### config.mk
export PLATFORM = sky130hd
export DESIGN_NAME = pifo_pop_drainer
export DESIGN_NICKNAME = d
export VERILOG_FILES = /design/src/rtl/pifo_pop_drainer.sv
export SDC_FILE = /design/constraint.sdc
export NUM_CORES = 1
export LEC_CHECK = 0
export ABC_AREA = 1
export BUFFER_PORTS_ARGS = -buffer_cell sky130_fd_sc_hd__buf_4
export CAP_MARGIN = 20
export CORE_ASPECT_RATIO = 1.4
export CORE_MARGIN = 5
export CORE_UTILIZATION = 54
export DETAILED_ROUTE_END_ITERATION = 16
export GPL_TIMING_DRIVEN = 0
export HOLD_SLACK_MARGIN = 0.1
export PLACE_DENSITY = 0.79
export SLEW_MARGIN = 0
export SYNTH_ARGS = -nofsm -noshare
export SYNTH_HDL_FRONTEND = slang
export SYNTH_SLANG_ARGS = --single-unit
### constraint.sdc
create_clock -name i_clk -period 1.8 [get_ports i_clk]
set_input_delay 0.27 -clock i_clk [delete_from_list [all_inputs] [get_ports i_clk]]
set_output_delay 0.27 -clock i_clk [all_outputs]
set_load 0.02 [all_outputs]
### src/rtl/pifo_pop_drainer.sv
// Pop-side master for the PIFO: drains a programmed number of entries
// and checks that returned priority tags come back in non-decreasing order.
module pifo_pop_drainer #(
    parameter int PTW     = 8,
    parameter int MTW     = 0,
    parameter int CNT_W   = 8,
    parameter int POP_LAT = 1,
    parameter int GAP     = 0
) (
    input  logic                 i_clk,
    input  logic                 i_arst_n,
    input  logic                 i_start,
    input  logic [CNT_W-1:0]     i_num,
    input  logic                 i_abort,
    output logic                 o_pop,
    input  logic [PTW+MTW-1:0]   i_pop_data,
    output logic                 o_busy,
    output logic                 o_done,
    output logic [CNT_W-1:0]     o_pop_cnt,
    output logic [PTW+MTW-1:0]   o_last_data,
    output logic [CNT_W-1:0]     o_err_cnt,
    output logic                 o_order_err
);

    localparam int DW = PTW + MTW;
    localparam int LW = $clog2(POP_LAT + 1);
    localparam int GW = (GAP > 0) ? $clog2(GAP + 1) : 1;

    typedef enum logic [2:0] {
        S_IDLE,
        S_POP,
        S_WAIT,
        S_GAP,
        S_DONE
    } state_e;

    state_e           state_q, state_d;
    logic [CNT_W-1:0] rem_q, rem_d;
    logic [LW-1:0]    lat_q, lat_d;
    logic [GW-1:0]    gap_q, gap_d;
    logic             first_q, first_d;
    logic [CNT_W-1:0] pop_cnt_q, pop_cnt_d;
    logic [DW-1:0]    last_q, last_d;
    logic [CNT_W-1:0] err_cnt_q, err_cnt_d;
    logic             order_err_q, order_err_d;

    always_ff @(posedge i_clk) begin
        if (!i_arst_n) begin
            state_q     <= S_IDLE;
            rem_q       <= '0;
            lat_q       <= '0;
            gap_q       <= '0;
            first_q     <= 1'b0;
            pop_cnt_q   <= '0;
            last_q      <= '0;
            err_cnt_q   <= '0;
            order_err_q <= 1'b0;
        end else begin
            state_q     <= state_d;
            rem_q       <= rem_d;
            lat_q       <= lat_d;
            gap_q       <= gap_d;
            first_q     <= first_d;
            pop_cnt_q   <= pop_cnt_d;
            last_q      <= last_d;
            err_cnt_q   <= err_cnt_d;
            order_err_q <= order_err_d;
        end
    end

    always_comb begin
        state_d     = state_q;
        rem_d       = rem_q;
        lat_d       = lat_q;
        gap_d       = gap_q;
        first_d     = first_q;
        pop_cnt_d   = pop_cnt_q;
        last_d      = last_q;
        err_cnt_d   = err_cnt_q;
        order_err_d = order_err_q;

        // Abort beats any sample or transition; counters are left as-is.
        if (i_abort && state_q != S_IDLE) begin
            state_d = S_IDLE;
        end else begin
            unique case (state_q)
                S_IDLE: begin
                    if (i_start) begin
                        rem_d       = i_num;
                        pop_cnt_d   = '0;
                        err_cnt_d   = '0;
                        order_err_d = 1'b0;
                        last_d      = '0;
                        first_d     = 1'b1;
                        state_d     = (i_num == '0) ? S_DONE : S_POP;
                    end
                end
                S_POP: begin
                    lat_d   = LW'(POP_LAT);
                    state_d = S_WAIT;
                end
                S_WAIT: begin
                    lat_d = lat_q - LW'(1);
                    if (lat_q == LW'(1)) begin
                        if (!first_q &&
                            i_pop_data[PTW-1:0] < last_q[PTW-1:0]) begin
                            if (err_cnt_q != '1) begin
                                err_cnt_d = err_cnt_q + CNT_W'(1);
                            end
                            order_err_d = 1'b1;
                        end
                        last_d    = i_pop_data;
                        pop_cnt_d = pop_cnt_q + CNT_W'(1);
                        rem_d     = rem_q - CNT_W'(1);
                        first_d   = 1'b0;
                        if (rem_q == CNT_W'(1)) begin
                            state_d = S_DONE;
                        end else if (GAP > 0) begin
                            gap_d   = GW'(GAP);
                            state_d = S_GAP;
                        end else begin
                            state_d = S_POP;
                        end
                    end
                end
                S_GAP: begin
                    gap_d = gap_q - GW'(1);
                    if (gap_q == GW'(1)) begin
                        state_d = S_POP;
                    end
                end
                S_DONE: begin
                    state_d = S_IDLE;
                end
                default: begin
                    state_d = S_IDLE;
                end
            endcase
        end
    end

    assign o_pop       = (state_q == S_POP);
    assign o_busy      = (state_q != S_IDLE);
    assign o_done      = (state_q == S_DONE);
    assign o_pop_cnt   = pop_cnt_q;
    assign o_last_data = last_q;
    assign o_err_cnt   = err_cnt_q;
    assign o_order_err = order_err_q;

endmodule

==> flow_summary_export.csv <==
group,metric,value,unit
critical_path,r2r_start,"o_last_data[7]$_SDFFE_PN0P_",
place,place.gp.congestion,0.891,
global_route,gr-total-overflow,0,
finish,most-common-layout-cells,"nand2_1, buf_4, dfxtp_1",
finish,drive_above_1_share,0.244,
sta,maxSlewHeadroom,0.645,
floorplan,rows,28,
clock_network,ctsHoldBuffers,0,
global_route,grt_antenna_before_repair,0,
global_route,grt.total_usage,0.215,
drt,firstDrtPassIters,5,
sta,worst_pin_slew,0.532,ns
clock_network,clkLatencyLatePin,0.30,ns
synthesis,synth_top_cell_by_area,"dfxtp_1",
worst_hold_path,min_from,"i_pop_data[0]",
global_route,grt_pass1_vias,2259,
clock_network,numCtsBuffers,5,
drt,wire_per_inst,13.2,µm
critical_path,startpoint_type,"flop",
pwr,total_power,4.94,mW
clock_network,cts_tree,"built",
floorplan,start_util,0.549,
finish,final_common_cell,"nand2_1",
critical_path,cp_top_family,"simple AND/OR/NAND/NOR gates",
drt,ant_nets,0,
critical_path,reg2regPathDepth,11,
clock_network,cts_max_path_buffers,2,
critical_path,cp-end-kind,"flop",
synthesis,mappedNetlistArea,2290,µm²
job,drv_cap,0,
drt,via_per_inst,5.38,
finish,final_area,2850,µm²
floorplan,die_area,5660,µm²
clock_network,cts.sinks,39,
place,pre_cts_ws,-0.0471,ns
critical_path,crit_path_max_incr_delay,0.33,ns
sta,layout_min_cycle_time,1.65,ns
drt,drt-initial-drc-count,117,
sta,finalSetupViolCount,0,
sta,max_freq,606,MHz
floorplan,core_area,4170,µm²
floorplan,dieHeight,87.0,µm
critical_path,ff2ff_setup_slack,0.15,ns
run_status,outcome,"completed",
finish,layout.cells.non_filler,431,
place,dp.cells,421,
drt,totalWireLength,5.70,mm
finish,fin_util,0.683,
pwr,leakagePower,1.28,nW
critical_path,path_max_fanout,10,
finish,area_growth,24.5,%
sta,worst_slack,0.151,ns
finish,num_antenna_cells,0,
floorplan,die_w,65.0,µm
clock_network,clk_pin_slew,0.08,ns
pwr,ir_drop,0.966,mV
synthesis,synth_top_area_frac,0.341,
pwr,p_per_area,1740,nW/µm²
critical_path,cp_data_arrival_time,1.84,ns
sta,fin_skew,0.00676,ns
global_route,grt_max_degree,14,
sta,drv_slew,0,
critical_path,cp.required,1.99,ns
synthesis,synth-seq-area-share,0.341,
critical_path,reg2reg_to,"o_err_cnt[0]$_SDFFE_PN0P_",
sta,hold_viol,0,
place,portBuffers,47,
worst_hold_path,hold_end,"o_last_data[0]$_SDFFE_PN0P_",
critical_path,path_cells,"inv_1 -> ha_1 -> nand4_1 -> nand3_1 -> nor2_1 -> nand2_2 -> nand2_2 -> buf_6 -> nand3_1 -> nand2_1 -> nor2_1",
floorplan,num_io_pins,48,
place,dpl-instance-area,2700,µm²
critical_path,path_class,"reg2reg",
synthesis,synthTopCellsByArea,"dfxtp_1, nand2_1, a21oi_1, ha_1, nor2_1",
clock_network,cts_root_buf,"clkbuf_8",
critical_path,crit_buf_inv,2,
worst_hold_path,hold_depth,3,
critical_path,slowest_stage,"dfxtp_1",
sta,fin_crit_sh,0.916,
drt,vias,2318,
clock_network,htreeDepth,2,
synthesis,synth_seq_cells,39,
drt,drc,0,
synthesis,yosysWarnings,0,
place,dp_hpwl,4.32,mm
synthesis,ys_types,33,
synthesis,synthCells,329,
synthesis,synthesis.nets,360,
finish,final_nets,416,
global_route,grt_pass1_wl,9.63,mm
synthesis,synth.avg_cell_area,6.95,µm²
worst_hold_path,hold_path_class,"in2reg",
## logic make-up (layout without fill, tap and decap cells)
kind of cell | after synthesis | after routing | synth area share
buffers and inverters | 49 | 106 | 0.0924
AND/OR/NAND/NOR | 163 | 163 | 0.337
flip-flops | 39 | 39 | 0.341
adder cells (fa/ha/maj) | 11 | 11 | 0.0602
AO/OA/AOI/OAI | 65 | 65 | 0.161
XOR/XNOR | 2 | 2 | 0.00766
## area by class of cell
class                   count  area (µm²)
repair buffers             49         368
inverters                  37         139
clock buffers               5        68.8
plain buffers              12        78.8
flip-flops and latches     39         783
clock inverters             3        43.8
multi-input cells         241        1310
well taps                  45        56.3
fillers                   402        1320
## where the power goes
| part | internal [mW] | leakage (nW) | switching, mW |
|---|---|---|---|
| Sequential | 1.15 | 0.320 | 0.226 |
| Combinational | 1.08 | 0.903 | 1.74 |
| Clock | 0.413 | 0.0581 | 0.332 |
## Yosys cell counts
master,n
clkinv_1,1
o31ai_1,2
clkbuf_1,2
buf_4,1
nand2_1,69
xnor2_1,1
o211ai_1,1
ha_1,11
inv_1,35
nand2_2,5
a31oi_1,1
a21oi_1,35
xor2_1,1
a211oi_1,8
nand3_1,23
nor2_4,4
dfxtp_1,39
a21o_1,1
o21bai_1,1
buf_2,7
nand4_4,1
nand3b_1,5
a21oi_2,2
nor2_1,36
or2_2,4
nor3_1,9
o21ai_0,13
inv_2,1
nand3_2,2
nand4_1,4
o21a_1,1
buf_6,2
nand2_4,1
## per-layer routing
metal,wire (µm),part of all wire,vias up,global-route usage
met5,0,0,-,0
met4,127,0.022,0,0.0981
met3,244,0.043,13,0.0375
met2,3010,0.53,56,0.412
met1,2320,0.41,1056,0.221
li1,-,-,1193,-
## state kept, by name, indices dropped and copies added (netlist names)
signal       flops
rem_q            8
lat_q            1
gap_q            1
state_q          3
o_last_data      8
o_pop_cnt        8
o_order_err      1
o_err_cnt        8
first_q          1
## how the worst max path moves through the flow
stage | startpoint | endpoint | slack (ns) | depth (start not counted)
6_report | o_last_data[7]$_SDFFE_PN0P_ | o_err_cnt[0]$_SDFFE_PN0P_ | 0.15 | 11
2_1_floorplan | o_err_cnt[0]$_SDFFE_PN0P_ | o_err_cnt[4]$_SDFFE_PN0P_ | 0.1 | 9
4_1_cts | o_last_data[3]$_SDFFE_PN0P_ | o_err_cnt[7]$_SDFFE_PN0P_ | 0.03 | 11
3_5_place_dp | i_pop_data[7] | o_err_cnt[0]$_SDFFE_PN0P_ | -0.05 | 11
3_3_place_gp | i_pop_data[7] | o_err_cnt[7]$_SDFFE_PN0P_ | -0.02 | 11
5_1_grt | o_err_cnt[0]$_SDFFE_PN0P_ | o_err_cnt[4]$_SDFFE_PN0P_ | -0.002 | 10
## tightest hold or removal path, cell delays in order
cell and delay, ns:
buf_4 0.11, nand3_1 0.07, a21oi_1 0.05
## timing repair
item | in CTS | in global routing
pin swaps | 0 | 1
setup endpoints to repair | 4 | 8
setup buffers | 0 | 2
gates resized for setup | 1 | 8
## stage by stage
stage               setup TNS, ns  hold WS [ns]
detailed placement         -0.140         0.462
global route             -0.00164         0.271
finish                          0         0.248
global placement          -0.0356         0.452
CTS                             0         0.246
floorplan                       0         0.430
Power figures use the tool's default switching activity.
